**config.mk**
```make
export PLATFORM = sky130hd
export DESIGN_NAME = mm2s_channel
export DESIGN_NICKNAME = d
export VERILOG_FILES = /design/src/rtl/mm2s_channel.sv
export SDC_FILE = /design/constraint.sdc
export NUM_CORES = 1
export LEC_CHECK = 0
export CORE_UTILIZATION = 46
export DETAILED_ROUTE_END_ITERATION = 12
export PLACE_DENSITY = 0.78
export SLEW_MARGIN = 10
export SYNTH_ARGS = -nofsm -noshare
export SYNTH_HDL_FRONTEND = slang
export SYNTH_SLANG_ARGS = --single-unit
export TNS_END_PERCENT = 100
```
**constraint.sdc**
```tcl
create_clock -name clk_i -period 5.9 [get_ports clk_i]
set_input_delay 0.59 -clock clk_i [delete_from_list [all_inputs] [get_ports clk_i]]
set_output_delay 0.59 -clock clk_i [all_outputs]
set_load 0.01 [all_outputs]
```
**src/rtl/mm2s_channel.sv**
```systemverilog
// rtl/mm2s_channel.sv - AXI4 MM read to AXI-Stream DMA channel with 4KB-safe INCR bursts.
// Optional MM2S_ERR_STATUS_EN adds mm2s_err_o holding the first non-OKAY rresp of a transfer.
module mm2s_channel #(
  parameter int C_AXI_MM_ID_WIDTH   = 4,
  parameter int C_AXI_MM_ADDR_WIDTH = 32,
  parameter int C_AXI_MM_DATA_WIDTH = 64,
  parameter int C_AXI_ID            = 0,
  parameter int C_MAX_BURST_LEN     = 16
) (
  input  logic                                 clk_i,
  input  logic                                 rst_ni,
`ifdef MM2S_ERR_STATUS_EN
  output logic [1:0]                           mm2s_err_o,
`endif
  input  logic                                 mm2s_start_i,
  input  logic [C_AXI_MM_ADDR_WIDTH-1:0]       mm2s_src_addr_i,
  input  logic [31:0]                          mm2s_length_i,
  input  logic                                 mm2s_reset_i,
  output logic                                 mm2s_busy_o,
  output logic                                 mm2s_irq_o,
  output logic [C_AXI_MM_ID_WIDTH-1:0]         m_axi_arid_o,
  output logic [C_AXI_MM_ADDR_WIDTH-1:0]       m_axi_araddr_o,
  output logic [7:0]                           m_axi_arlen_o,
  output logic [2:0]                           m_axi_arsize_o,
  output logic [1:0]                           m_axi_arburst_o,
  output logic [3:0]                           m_axi_arcache_o,
  output logic [2:0]                           m_axi_arprot_o,
  output logic                                 m_axi_arvalid_o,
  input  logic                                 m_axi_arready_i,
  input  logic [C_AXI_MM_ID_WIDTH-1:0]         m_axi_rid_i,
  input  logic [C_AXI_MM_DATA_WIDTH-1:0]       m_axi_rdata_i,
  input  logic [1:0]                           m_axi_rresp_i,
  input  logic                                 m_axi_rlast_i,
  input  logic                                 m_axi_rvalid_i,
  output logic                                 m_axi_rready_o,
  output logic [C_AXI_MM_DATA_WIDTH-1:0]       m_axis_tdata_o,
  output logic [C_AXI_MM_DATA_WIDTH/8-1:0]     m_axis_tkeep_o,
  output logic                                 m_axis_tlast_o,
  output logic                                 m_axis_tvalid_o,
  input  logic                                 m_axis_tready_i
);
  localparam int AW    = C_AXI_MM_ADDR_WIDTH;
  localparam int DW    = C_AXI_MM_DATA_WIDTH;
  localparam int B     = DW / 8;
  localparam int LOG2B = $clog2(B);

  typedef enum logic [2:0] {S_IDLE, S_AR, S_DATA, S_DONE, S_FLUSH} state_t;

  state_t          state_q;
  logic [AW-1:0]   addr_q;
  logic [32:0]     rem_q;
  logic [32:0]     emit_q;
  logic [B-1:0]    keep_last_q;
  logic            err_q;
  logic            flush_pend_q;
  logic            busy_q;
  logic            irq_q;
  logic            arvalid_q;
  logic [DW-1:0]   tdata_q;
  logic [B-1:0]    tkeep_q;
  logic            tlast_q;
  logic            tvalid_q;
`ifdef MM2S_ERR_STATUS_EN
  logic [1:0]      err_st_q;
`endif

  logic [12:0]     to_4k_bytes;
  logic [12:0]     to_4k_beats;
  logic [8:0]      burst_beats;
  logic [AW-1:0]   addr_next_d;
  logic [32:0]     rem_next_d;
  logic [32:0]     beats_total_d;
  logic [LOG2B-1:0] len_mod;
  logic [B-1:0]    keep_last_d;
  logic            ar_hs;
  logic            r_hs;
  logic            beat_bad;
  logic            unused;

  assign unused = ^m_axi_rid_i;

  // Burst size is the smallest of what is left, the burst cap and the room to the next 4KB page.
  assign to_4k_bytes = 13'h1000 - {1'b0, addr_q[11:0]};
  assign to_4k_beats = to_4k_bytes >> LOG2B;
  always_comb begin
    burst_beats = 9'(C_MAX_BURST_LEN);
    if (rem_q < 33'(C_MAX_BURST_LEN)) burst_beats = rem_q[8:0];
    if (to_4k_beats < {4'b0000, burst_beats}) burst_beats = to_4k_beats[8:0];
  end

  assign addr_next_d   = addr_q + (AW'(burst_beats) << LOG2B);
  assign rem_next_d    = (rem_q > 33'(burst_beats)) ? rem_q - 33'(burst_beats) : 33'd0;
  assign beats_total_d = (33'(mm2s_length_i) + 33'(B - 1)) >> LOG2B;
  assign len_mod       = mm2s_length_i[LOG2B-1:0];
  assign keep_last_d   = (len_mod == '0) ? {B{1'b1}} : ~({B{1'b1}} << len_mod);

  assign m_axi_rready_o = (state_q == S_FLUSH) ||
                          ((state_q == S_DATA) && (err_q || !tvalid_q || m_axis_tready_i));
  assign ar_hs    = arvalid_q && m_axi_arready_i;
  assign r_hs     = m_axi_rvalid_i && m_axi_rready_o;
  assign beat_bad = err_q || (m_axi_rresp_i != 2'b00);

  always_ff @(posedge clk_i) begin
    if (!rst_ni) begin
      state_q      <= S_IDLE;
      addr_q       <= '0;
      rem_q        <= '0;
      emit_q       <= '0;
      keep_last_q  <= '0;
      err_q        <= 1'b0;
      flush_pend_q <= 1'b0;
      busy_q       <= 1'b0;
      irq_q        <= 1'b0;
      arvalid_q    <= 1'b0;
      tdata_q      <= '0;
      tkeep_q      <= '0;
      tlast_q      <= 1'b0;
      tvalid_q     <= 1'b0;
`ifdef MM2S_ERR_STATUS_EN
      err_st_q     <= 2'b00;
`endif
    end else begin
      irq_q <= 1'b0;
      if (tvalid_q && m_axis_tready_i) begin
        tvalid_q <= 1'b0;
        tlast_q  <= 1'b0;
      end
      case (state_q)
        S_IDLE: begin
          if (mm2s_start_i && !mm2s_reset_i) begin
            busy_q <= 1'b1;
            err_q  <= 1'b0;
`ifdef MM2S_ERR_STATUS_EN
            err_st_q <= 2'b00;
`endif
            if (mm2s_length_i != 32'd0) begin
              addr_q      <= mm2s_src_addr_i & ~AW'(B - 1);
              rem_q       <= beats_total_d;
              emit_q      <= beats_total_d;
              keep_last_q <= keep_last_d;
              arvalid_q   <= 1'b1;
              state_q     <= S_AR;
            end else begin
              state_q <= S_DONE;
            end
          end
        end
        S_AR: begin
          if (ar_hs) begin
            arvalid_q    <= 1'b0;
            addr_q       <= addr_next_d;
            rem_q        <= rem_next_d;
            flush_pend_q <= 1'b0;
            state_q      <= (mm2s_reset_i || flush_pend_q) ? S_FLUSH : S_DATA;
          end else if (mm2s_reset_i) begin
            flush_pend_q <= 1'b1;
          end
        end
        S_DATA: begin
          if (mm2s_reset_i) begin
            tvalid_q <= 1'b0;
            tlast_q  <= 1'b0;
            if (r_hs && m_axi_rlast_i) begin
              busy_q  <= 1'b0;
              state_q <= S_IDLE;
            end else begin
              state_q <= S_FLUSH;
            end
          end else if (r_hs) begin
            if (beat_bad) begin
              err_q <= 1'b1;
`ifdef MM2S_ERR_STATUS_EN
              if (!err_q) err_st_q <= m_axi_rresp_i;
`endif
            end else if (emit_q != 33'd0) begin
              tdata_q  <= m_axi_rdata_i;
              tkeep_q  <= (emit_q == 33'd1) ? keep_last_q : {B{1'b1}};
              tlast_q  <= (emit_q == 33'd1);
              tvalid_q <= 1'b1;
              emit_q   <= emit_q - 33'd1;
            end
            if (m_axi_rlast_i) begin
              if (beat_bad || rem_q == 33'd0) begin
                state_q <= S_DONE;
              end else begin
                arvalid_q <= 1'b1;
                state_q   <= S_AR;
              end
            end
          end
        end
        S_DONE: begin
          if (mm2s_reset_i) begin
            tvalid_q <= 1'b0;
            tlast_q  <= 1'b0;
            busy_q   <= 1'b0;
            state_q  <= S_IDLE;
          end else if (!tvalid_q || m_axis_tready_i) begin
            irq_q   <= 1'b1;
            busy_q  <= 1'b0;
            state_q <= S_IDLE;
          end
        end
        S_FLUSH: begin
          tvalid_q <= 1'b0;
          tlast_q  <= 1'b0;
          if (r_hs && m_axi_rlast_i) begin
            busy_q  <= 1'b0;
            state_q <= S_IDLE;
          end
        end
        default: state_q <= S_IDLE;
      endcase
    end
  end

  assign mm2s_busy_o     = busy_q;
  assign mm2s_irq_o      = irq_q;
  assign m_axi_arid_o    = C_AXI_MM_ID_WIDTH'(C_AXI_ID);
  assign m_axi_araddr_o  = addr_q;
  assign m_axi_arlen_o   = arvalid_q ? 8'(burst_beats - 9'd1) : 8'd0;
  assign m_axi_arsize_o  = 3'(LOG2B);
  assign m_axi_arburst_o = 2'b01;
  assign m_axi_arcache_o = 4'b0011;
  assign m_axi_arprot_o  = 3'b000;
  assign m_axi_arvalid_o = arvalid_q;
  assign m_axis_tdata_o  = tdata_q;
  assign m_axis_tkeep_o  = tkeep_q;
  assign m_axis_tlast_o  = tlast_q;
  assign m_axis_tvalid_o = tvalid_q;
`ifdef MM2S_ERR_STATUS_EN
  assign mm2s_err_o      = err_st_q;
`endif
endmodule
```
# [After elaboration in Yosys (flattened, before gate mapping)]
# Index checks and enable logic that the tools add are counted.
[word_totals] regBits=188 in_bits=142 out_inout_bits=134 elab_cells=153
[op_classes] addsub=6 n_lt_le_gt_ge=3 eq_ne=20 shifts=1 mux=68 n_bitwise=5 n_reduce_logical=36
[op_table] op="$mux W33" count=8
[op_table] op="$pmux W33 S2" count=2
[op_table] op="$mux W32" count=3
[op_table] op="$pmux W32 S2" count=1
[op_table] op="$add A32 B3 Y33 const B" count=1
[op_table] op="$eq A33 B1 Y1 const B" count=1
[op_table] op="$gt A33 B9 Y1" count=1
[op_table] op="$logic_not A33 Y1" count=1
[op_table] op="$lt A33 B5 Y1 const B" count=1
[op_table] op="$reduce_bool A33 Y1" count=1
[op_table] op="$sub A33 B1 Y33 const B" count=1
[op_table] op="$sub A33 B9 Y33" count=1
[op_table] op="$add A32 B12 Y32" count=1
[op_table] op="$reduce_bool A32 Y1" count=1
[op_table] op="$mux W1" count=31
[op_table] op="$mux W3" count=10
[op_table] op="$mux W8" count=3
[op_table] op="$ne A2 B2 Y1 const B" count=10
[op_table] op="$mux W9" count=2
[op_table] op="$pmux W3 S5" count=1
[op_table] op="$sub A13 B12 Y13 const A" count=1
[op_table] op="$lt A10 B9 Y1" count=1
[op_table] op="$reduce_and A5 Y1" count=2
[op_table] op="$ne A3 B3 Y1 const B" count=3
[op_table] op="26 further kinds" count=51

# [Longest topological paths before layout]
# Gate-level depths: netlist of run 1.
[depth] word_depth=10 mapped_depth=28 mapped_depth_nobuf=28

# [Least setup slack after synthesis of run 1]
# Ideal clock, no wire load.
[synth_path] path_kind="register to register" start="reg rem_q[30]" end="reg addr_q[17], in the netlist m_axi_araddr_o[17]" setup_time_ns=0.119 arrival_time_ns=5.811 t_required_ns=5.781 setup_slack_ns=-0.030 path_stages_with_launch=27 n_path_buf=1 synth_period_minus_slack_ns=5.930 path_cell_list="dfxtp_1 -> or4_4 -> nor3_4 -> and4_1 -> buf_6 -> nand2_1 -> ha_1 -> nand2_1 -> or3_4 -> a2111oi_2 -> nor4_2 -> nor2_1 -> a31oi_1 -> inv_1 -> ha_1 -> inv_1 -> fa_1 -> nor2b_1 -> o21ai_0 -> a21boi_0 -> o21ai_0 -> a21boi_0 -> o21ai_0 -> a21boi_1 -> o21ai_0 -> o32a_1 -> o221a_2"
[synth_via] elab_chain_len=7
[synth_lines] element="start, declared" line="51" source="logic [32:0] rem_q;"
[synth_lines] element="start signal, assigned" line="138" source="rem_q <= beats_total_d;"
[synth_lines] element="start signal, assigned" line="152" source="rem_q <= rem_next_d;"
[synth_lines] element="$lt A33 B5 Y1 (*)" line="87" source="if (rem_q < 33'(C_MAX_BURST_LEN)) burst_beats = rem_q[8:0];"
[synth_lines] element="$mux W9 (*)" line="87"
[synth_lines] element="$lt A10 B9 Y1" line="88" source="if (to_4k_beats < {4'b0000, burst_beats}) burst_beats = to_4k_beats[8:0];"
[synth_lines] element="$mux W9 (*)" line="88"
[synth_lines] element="$add A32 B12 Y32 (*)" line="91" source="assign addr_next_d = addr_q + (AW'(burst_beats) << LOG2B);"
[synth_lines] element="$mux W32 (*)" line="149" source="if (ar_hs) begin"
[synth_lines] element="$pmux W32 S2 (*)" line="128" source="case (state_q)"
[synth_lines] element="end signal, assigned" line="137" source="addr_q <= mm2s_src_addr_i & ~AW'(B - 1);"
[synth_lines] element="end signal, assigned" line="151" source="addr_q <= addr_next_d;"
[synth_lines] element="end, declared" line="50" source="logic [AW-1:0] addr_q;"
# Mark *: on every way between the ends. The rest lies on a longest branch, timed or not. The select of a mux whose other input is x is not followed.
# A chain may end at the register's enable or synchronous reset.

# [Final worst setup path of run 1]
[layout_path] start="reg rem_q[30]" end="reg addr_q[27], in the netlist m_axi_araddr_o[27]"
# The elaborated chain is that of the path after synthesis.

==> metrics.yaml, run 1 <==
status: "complete, no violations"
avgSynthCellArea_um2: 7.374
grtUsageTotal_pct: 30.54
worst_pin_slew_ns: 1.085
cpMostUsedCell: "buf_4"
cts_tree: "done"
final_cells: 2169
max_freq_mhz: 178.5
vias: 12953
drv_slew: 0
worstPathRequired_ns: 6.24
grt-ovfl-total: 0
end_kind: "flop"
clock-sinks: 185
yosysWarnings: 0
fill_cells: 2152
setup_slack_ns: 0.2972
path_max_fanout: 7
antenna_cells: 0
dpl.cell_count: 2127
drcViolationCount: 0
skew_ns: 0.01882
critPathKind: "flop to flop"
place_ws_ns: -0.1879
slew_headroom_pct: 27.52
die-area_um2: 25550
wl_per_cell_um: 18.49
synth_edf_count: 0
area_delta_synth_final_pct: 35.32
die_y_um: 159.8
via_per_inst: 5.972
finalSetupTns_ns: 0
cts.reportedPaths.clkPinSlew_ns: 0.09
reg2reg_from: "rem_q[30]"
synth_seq_area_share_pct: 32.32
final_common_cell: "nand2_1"
worstHoldPathType: "flop to flop"
layout_common_cells: "257 x nand2_1, 247 x clkdlybuf4s50_1, 185 x dfxtp_1"
placed_area_um2: 14650
core_um2: 24390
drive_above_1_share_pct: 11.11
dp_hpwl_mm: 29.19
powerDensity_nw_per_um2: 689.1
fin_nets: 2004
grt_pass1_vias: 12209
final_antenna_net_count: 0
rsz0062_at_grt: "true"
grt_first_pass_wirelength_mm: 63.27
numCtsBuffers: 17
stdcell_area_um2: 15510
htreeDepth: 4
yosysUniqueCellTypes: 87
start_util_pct: 46.98
startpoint: "rem_q[30]"
synthesis.area_um2: 11460
io_buffers: 249
synth_seq_cells: 185
hold_ws_ns: 0.4531
hp-start: "m_axis_tdata_o[53]"
antenna_found_initial: 0
syn_inst: 1554
postCtsHoldBufs: 0
grt_max_degree: 76
cpMaxStageDelayCell: "or4_4"
setup.worst_path.start_class: "flop"
setup_viol: 0
clock_latency_ns: 0.45
post-route-period-util_pct: 94.96
clockRootBuffer: "clkbuf_16"
boundaryPins: 276
drtIter0Drc: 1443
wirelength_mm: 40.11
die_w_um: 159.8
max_cap_violations: 0
period_needed_ns: 5.603
dr.pass1.iters: 6
finalHoldViolCount: 0
synth_flop_cell: "dfxtp_1"
cts_max_path_buffers: 2
crit_arrival_ns: 5.94
max_stage_delay_ns: 0.56
peakVddDrop_mv: 0.5097
rows: 57
place_congestion: 0.9517
p_leak_uw: 0.005671
async_reset_ff_share_pct: 0
stage by stage:
| step | power, uW | utilization, % |
|---|---|---|
| detailed placement | 8991 | 60.06 |
| finish | 10690 | 63.58 |
| global placement | 8846 | 60.06 |
| global route | 11430 | 63.58 |
| floorplan | 6543 | - |
| CTS | 10320 | 62.87 |
repair_timing:
item,in CTS,in global routing
hold endpoints to repair,0,0
pin swaps,3,14
gates resized for setup,4,33
endpoints found under the setup margin,11,50
setup buffers,2,8
final timing paths:
path                         to  slack, ns  cells after the start
max          m_axi_araddr_o[27]       0.30                     25
min          m_axis_tdata_o[53]       0.45                      2
max reg2reg  m_axi_araddr_o[27]       0.30                     25
min reg2reg  m_axis_tdata_o[53]       0.45                      2
metal layers:
metal  vias up  routed length [um]  track usage (%)
li1       6199                   -                -
met1      6030               16490            38.80
met5         -                   0                0
met4         0                1572            14.03
met3       113                3205            5.351
met2       611               18840            50.44
Yosys cell counts, drive strengths merged (17+ instances only):
library cell	number	area share (%)
a21oi	169	7.4
nor3	58	2.8
o21ai	95	4.2
buf	31	1.8
dfxtp	185	32
inv	44	1.4
o211ai	17	1.2
or3	17	0.97
a211oi	21	1.6
nor2	140	4.6
xnor2	38	2.9
ha	29	3.2
nand2	259	8.5
o22ai	22	1.3
nand3	42	1.8
nor4	34	2.0
nand4	24	1.5
clkbuf	79	2.6
flip-flops by register name, summed over array words and instances, names as in the netlist:
register         cells
emit_q              33
m_axis_tlast_o       1
state_q              3
m_axi_arvalid_o      1
flush_pend_q         1
m_axis_tkeep_o       8
m_axis_tvalid_o      1
mm2s_irq_o           1
mm2s_busy_o          1
m_axi_araddr_o      29
keep_last_q          8
rem_q               33
err_q                1
m_axis_tdata_o      64
cells by family (layout without fill, tap and decap cells):
logic type	Yosys count	after routing	share of synthesized area (%)
compound gates	477	477	27.21
xor+xnor	53	53	4.051
fa+ha+maj	30	30	3.341
buf+inv	154	424	5.798
flops	185	185	32.32
mux	5	5	0.4367
other cells	2	23	0.06553
simple gates	648	648	26.78
power by group:
| group | internal [uW] | switching [uW] |
|---|---|---|
| combinational | 3150 | 4370 |
| clock | 634 | 640 |
| sequential | 1530 | 355 |
cell type report:
class	instances	area, um^2	area share, %
Timing Repair Buffer	348	3258	21.01
Inverter	44	167.7	1.081
Tap cell	324	405.4	2.614
Sequential cell	185	3704	23.88
Multi-Input combinational cell	1236	7317	47.18
Clock inverter	15	230.2	1.485
Clock buffer	17	425.4	2.743
critical path: cells and delay by family, from the launching register on:
kind | cells | cell delay (ns)
and+or+nand+nor | 7 | 1.72
buffers and inverters | 4 | 0.64
adders and majority gates | 2 | 0.63
AOI/OAI and AO/OA | 12 | 2.17
DFF | 1 | 0.32
Power figures use the tool's default switching activity.
==> inputs of run 2 (changes only) <==
--- a/config.mk
+++ b/config.mk
@@ -5,9 +5,9 @@
 export SDC_FILE = /design/constraint.sdc
 export NUM_CORES = 1
 export LEC_CHECK = 0
-export CORE_UTILIZATION = 46
+export CORE_UTILIZATION = 29
 export DETAILED_ROUTE_END_ITERATION = 12
-export PLACE_DENSITY = 0.78
+export PLACE_DENSITY = 0.53
 export SLEW_MARGIN = 10
 export SYNTH_ARGS = -nofsm -noshare
 export SYNTH_HDL_FRONTEND = slang
==> run 2 against run 1 <==
Net effect: non-clock buffer count rose by 21; core utilization fell by 23 points; worst setup slack got worse by 0.049 ns; worst hold slack got worse by 0.0097 ns; first-iteration DRC count fell by 34%; clock skew fell by 0.0039 ns; critical path type unchanged; largest power group unchanged.
==> metrics.yaml, run 2 (synthesis gave the netlist of run 1 again) <==
status: "complete, no violations"  # unchanged
r2r_slack_ns: 0.25  # was 0.30 ns
rows: 72  # was 57
setup_viol: 0  # unchanged
crit_arrival_ns: 5.97  # was 5.94 ns
final_antenna_net_count: 0  # unchanged
final_common_cell: "nand2_1"  # unchanged
drtIter0Drc: 950  # was 1443
post-route-period-util_pct: 95.80  # was 94.96%
dp_hpwl_mm: 32.27  # was 29.19 mm
largest_reg_flops: 64  # unchanged
antenna_found_initial: 1  # was 0
end_kind: "flop"  # unchanged
whs_endpoint: "emit_q[32]"  # was m_axis_tdata_o[53]
vias: 12757  # was 12953
start_util_pct: 29.51  # was 46.98%
finalHoldViolCount: 0  # unchanged
postCtsHoldBufs: 0  # unchanged
grt_pass1_vias: 12071  # was 12209
hp-start: "emit_q[32]"  # was m_axis_tdata_o[53]
htreeDepth: 4  # unchanged
cts_tree: "done"  # unchanged
crit_chain: "or4_4 -> nor3_4 -> and4_4 -> nand2_1 -> ha_1 -> nand2_1 -> or3_4 -> buf_4 -> a2111o_1 -> nand4_2 -> nand2_2 -> buf_4 -> a21oi_2 -> inv_1 -> ha_2 -> nand2_1 -> nor2_1 -> o2111ai_1 -> o21a_1 -> o21a_1 -> buf_4 -> a32oi_1 -> o22ai_1"
max_freq_mhz: 176.9  # was 178.5 MHz
grt_max_degree: 94  # was 76
drcViolationCount: 0  # unchanged
io_buffers: 249  # unchanged
critPathTopFamily: "simple AND/OR/NAND/NOR gates"  # was compound AO/OA/AOI/OAI gates
die-area_um2: 40310  # was 25550 um^2
critPathBufInv: 4  # unchanged
place_congestion: 0.9336  # was 0.9517
reg2reg_from: "rem_q[22]"  # was rem_q[30]
ff2ff_path_depth: 23  # was 25
max_stage_delay_ns: 0.55  # was 0.56 ns
drv_slew: 0  # unchanged
drive_above_1_share_pct: 12.43  # was 11.11%
powerDensity_nw_per_um2: 686.7  # was 689.1 nW/um^2
numCtsBuffers: 17  # unchanged
startpoint: "rem_q[22]"  # was rem_q[30]
die_w_um: 200.8  # was 159.8 um
p_leak_uw: 0.005773  # was 0.005671 uW
r2r-end: "rem_q[11]"  # was m_axi_araddr_o[27]
rsz0062_at_grt: "false"  # was true
clockRootBuffer: "clkbuf_16"  # unchanged
core_um2: 38830  # was 24390 um^2
worst_pin_slew_ns: 1.152  # was 1.085 ns
grt-ovfl-total: 0  # unchanged
finalSetupTns_ns: 0  # unchanged
clock_latency_ns: 0.46  # was 0.45 ns
fill_cells: 4011  # was 2152
layout.area.seq_um2: 3705  # was 3704 um^2
max_cap_violations: 0  # unchanged
wirelength_mm: 44.18  # was 40.11 mm
via_per_inst: 5.351  # was 5.972
clock-sinks: 185  # unchanged
area_delta_synth_final_pct: 38.75  # was 35.32%
worstHoldPathType: "flop to flop"  # unchanged
final_core_util_pct: 40.95  # was 63.58%
peakVddDrop_mv: 0.3583  # was 0.5097 mV
antenna_cells: 0  # unchanged
cts.reportedPaths.clkPinSlew_ns: 0.08  # was 0.09 ns
path_max_fanout: 12  # was 7
layout_common_cells: "257 x nand2_1, 246 x clkdlybuf4s50_1, 184 x dfxtp_1"  # was 257 x nand2_1, 247 x clkdlybuf4s50_1, 185 x dfxtp_1
min_path_cells: 2  # unchanged
dr.pass1.iters: 5  # was 6
placed_area_um2: 15080  # was 14650 um^2
cpMaxStageDelayCell: "or4_4"  # unchanged
boundaryPins: 276  # unchanged
cts_max_path_buffers: 2  # unchanged
critPathKind: "flop to flop"  # unchanged
fin_nets: 2025  # was 2004
worstPathRequired_ns: 6.22  # was 6.24 ns
multi_input_area_um2: 7367  # was 7317 um^2
stdcell_area_um2: 15900  # was 15510 um^2
die_y_um: 200.8  # was 159.8 um
grtUsageTotal_pct: 21.34  # was 30.54%
grt_first_pass_wirelength_mm: 68.66  # was 63.27 mm
skew_ns: 0.01490  # was 0.01882 ns
slew_headroom_pct: 23.02  # was 27.52%
setup.worst_path.start_class: "flop"  # unchanged
period_needed_ns: 5.652  # was 5.603 ns
wl_per_cell_um: 18.53  # was 18.49 um
-- run 2: routing by layer --
layer | vias up | GRT usage, % | part of all wire, %
met3 | 48 | 3.620 | 5.1
met5 | - | 0 | 0.029
met2 | 390 | 35.08 | 47
li1 | 6236 | - | -
met4 | 2 | 6.025 | 1.9
met1 | 6081 | 28.59 | 46
-- run 2: worst max path at each step --
stage | endpoint | slack (ns) | depth (start not counted)
2_1_floorplan | m_axi_araddr_o[17] | 0.07 | 26
3_3_place_gp | m_axi_araddr_o[17] | -0.20 | 25
3_5_place_dp | m_axi_araddr_o[25] | -0.35 | 26
4_1_cts | m_axi_arlen_o[7] | 0.03 | 17
5_1_grt | m_axi_araddr_o[19] | 0.004 | 31
6_report | rem_q[11] | 0.25 | 23
-- run 2: stage by stage --
stage               hold slack [ns]  cells  power [uW]  worst slack, ns
floorplan                    0.4193   1575        6543          0.07366
detailed placement           0.4358   2347        9332          -0.3521
global route                 0.4640   2384       11760         0.004230
finish                       0.4434   2384       10920           0.2478
global placement             0.4295   2347        9280          -0.1999
CTS                          0.4454   2381       10660          0.02633
-- run 2: power by group --
| part | internal [uW] | switching, uW |
|---|---|---|
| Clock | 644 | 572 |
| Combinational | 3330 | 4510 |
| Sequential | 1530 | 324 |
-- run 2: layout make-up --
cell class / instances / share of cell area [%]
Clock buffer: 21 / 3.022
Clock inverter: 11 / 0.7948
Inverter: 44 / 1.054
Multi-Input combinational cell: 1236 / 46.33
Sequential cell: 185 / 23.30
Tap cell: 518 / 4.076
Timing Repair Buffer: 369 / 21.42
-- run 2: repair_timing --
item / CTS / global route
gates cloned: 0 / 0
setup endpoints to repair: 15 / 42
gates resized for setup: 11 / 37
setup buffers: 2 / 3
pin swaps: 2 / 19
-- run 2: worst min-delay path, cell delays in order, from the launching register on --
cell,delay [ns]
dfxtp_1,0.31
nand3_1,0.06
a31oi_1,0.04
==> inputs of run 3 (changes only) <==
--- a/config.mk
+++ b/config.mk
@@ -7,7 +7,8 @@
 export LEC_CHECK = 0
 export CORE_UTILIZATION = 29
 export DETAILED_ROUTE_END_ITERATION = 12
-export PLACE_DENSITY = 0.53
+export DONT_BUFFER_PORTS = 1
+export PLACE_DENSITY = 0.44
 export SLEW_MARGIN = 10
 export SYNTH_ARGS = -nofsm -noshare
 export SYNTH_HDL_FRONTEND = slang
==> run 3 against run 2 <==
Net effect: worst setup slack better by 0.045 ns; critical path depth rose by 5; wire length down 4.1%; count of clock-buffer cells in the layout shrank 2; final cell count shrank 10%; core utilization decreased by 6.4 points; die area unchanged; maximum frequency rose by 0.80%; total power down 3.7%; non-clock buffer count decreased by 241; final area down 16%; largest power group unchanged; highest routed layer unchanged.
==> metrics.yaml, run 3 (synthesis gave the netlist of run 1 again) <==
status: "complete, no violations"  # unchanged
clock_latency_ns: 0.47  # was 0.46 ns
final_common_cell: "nand2_1"  # unchanged
area_delta_synth_final_pct: 17.19  # was 38.75%
post-route-period-util_pct: 95.04  # was 95.80%
finalSetupTns_ns: 0  # unchanged
fin_nets: 1784  # was 2025
place_congestion: 0.9101  # was 0.9336
die_y_um: 200.8  # unchanged
largest_reg_flops: 64  # unchanged
numCtsBuffers: 17  # unchanged
slew_headroom_pct: 20.41  # was 23.02%
grt_pass1_vias: 11011  # was 12071
critPathTopFamily: "compound AO/OA/AOI/OAI gates"  # was simple AND/OR/NAND/NOR gates
via_per_inst: 5.495  # was 5.351
skew_ns: 0.01900  # was 0.01490 ns
clock-sinks: 185  # unchanged
drive_above_1_share_pct: 14.40  # was 12.43%
pwr-share-comb_pct: 70.3  # was 71.8%
p_int_uw: 5118  # was 5510 uW
seq_power_share_pct: 18.2  # was 17.0%
drtIter0Drc: 866  # was 950
antenna_cells: 0  # unchanged
grtUsageTotal_pct: 20.66  # was 21.34%
rows: 72  # unchanged
htreeDepth: 4  # unchanged
switching_share_pct: 51.31  # was 49.54%
peakVddDrop_mv: 0.2765  # was 0.3583 mV
final_antenna_net_count: 0  # unchanged
end_kind: "flop"  # unchanged
crit_arrival_ns: 5.95  # was 5.97 ns
boundaryPins: 276  # unchanged
critPathKind: "flop to flop"  # unchanged
setup_viol: 0  # unchanged
dr.pass1.iters: 5  # unchanged
worstPathRequired_ns: 6.24  # was 6.22 ns
cts_max_path_buffers: 2  # unchanged
cpMaxStageDelayCell: "a2111o_1"  # was or4_4
grt-ovfl-total: 0  # unchanged
cts_tree: "done"  # unchanged
dp_hpwl_mm: 30.84  # was 32.27 mm
path_max_fanout: 7  # was 12
worst_pin_slew_ns: 1.191  # was 1.152 ns
powerDensity_nw_per_um2: 782.7  # was 686.7 nW/um^2
wirelength_mm: 42.37  # was 44.18 mm
core_um2: 38830  # unchanged
layout_common_cells: "259 x nand2_1, 184 x dfxtp_1, 166 x a21oi_1"  # was 257 x nand2_1, 246 x clkdlybuf4s50_1, 184 x dfxtp_1
place_ws_ns: -0.3185  # was -0.3521 ns
drv_slew: 0  # unchanged
cts.reportedPaths.clkPinSlew_ns: 0.08  # about the same
io_buffers: 0  # was 249
vias: 11775  # was 12757
clockPowerShare_pct: 11.4  # was 11.1%
setup.worst_path.start_class: "flop"  # unchanged
total_power_uw: 10510  # was 10920 uW
p_switching_uw: 5394  # was 5409 uW
die_w_um: 200.8  # unchanged
setup_slack_ns: 0.2927  # was 0.2478 ns
postCtsHoldBufs: 0  # unchanged
drcViolationCount: 0  # unchanged
wl_per_cell_um: 19.77  # was 18.53 um
finalHoldViolCount: 0  # unchanged
worstHoldPathType: "input pin to flop"  # was flop to flop
max_freq_mhz: 178.3  # was 176.9 MHz
grt_max_degree: 87  # was 94
critPathBufInv: 4  # unchanged
grt_first_pass_wirelength_mm: 65.45  # was 68.66 mm
clockRootBuffer: "clkbuf_16"  # unchanged
p_leak_uw: 0.004849  # was 0.005773 uW
period_needed_ns: 5.607  # was 5.652 ns
max_cap_violations: 0  # unchanged
max_stage_delay_ns: 0.43  # was 0.55 ns
die-area_um2: 40310  # unchanged
start_util_pct: 29.51  # unchanged
antenna_found_initial: 1  # unchanged
-- run 3: final timing paths --
check	start	end	slack, ns	cells past startpoint
worst max-delay path	m_axi_araddr_o[3]	m_axi_araddr_o[26]	0.29	28
worst max register to register	m_axi_araddr_o[3]	m_axi_araddr_o[26]	0.29	28
worst min-delay path	mm2s_reset_i	mm2s_irq_o	0.20	1
worst min register to register	emit_q[32]	emit_q[32]	0.44	2
-- run 3: metal layers --
layer | up-vias | share of wire (%) | track usage [%]
li1 | 5743 | - | -
met1 | 5641 | 45 | 27.23
met2 | 336 | 47 | 33.49
met3 | 53 | 6.2 | 4.627
met4 | 2 | 1.7 | 6.216
met5 | - | 0.031 | 0
-- run 3: repair_timing --
| item | in CTS | in global routing |
|---|---|---|
| pin swaps | 0 | 15 |
| setup endpoints to repair | 11 | 24 |
| cloned | 0 | 0 |
| resized for setup | 11 | 26 |
| setup buffers | 0 | 3 |
-- run 3: layout make-up --
cell class	count	area [um^2]
clock buffers	19	452.9
flip-flops and latches	185	3705
clock inverters	13	156.4
fillers	4179	25400
multi-input cells	1236	7335
well taps	518	648.1
inverters	44	167.7
repair buffers	128	964.7
-- run 3: power by group through the flow --
stage	combinational, uW	sequential (uW)	clock [uW]
after detailed placement	7110	1930	0
after floorplan	4700	1840	0
after global routing	8140	1960	1280
after CTS	7200	1910	1230
final	7390	1920	1200
after global placement	7100	1920	0
-- run 3: stage by stage --
stage               hold slack [ns]  utilization [%]  std cells  area [um^2]
finish                       0.2022            34.59       2143        13430
global route                 0.1838            34.59       2143        13430
CTS                          0.1822            34.27       2140        13310
detailed placement           0.4354            32.59       2108        12650
global placement             0.4286            32.59       2108        12650
floorplan                    0.4193                -       1575        11540
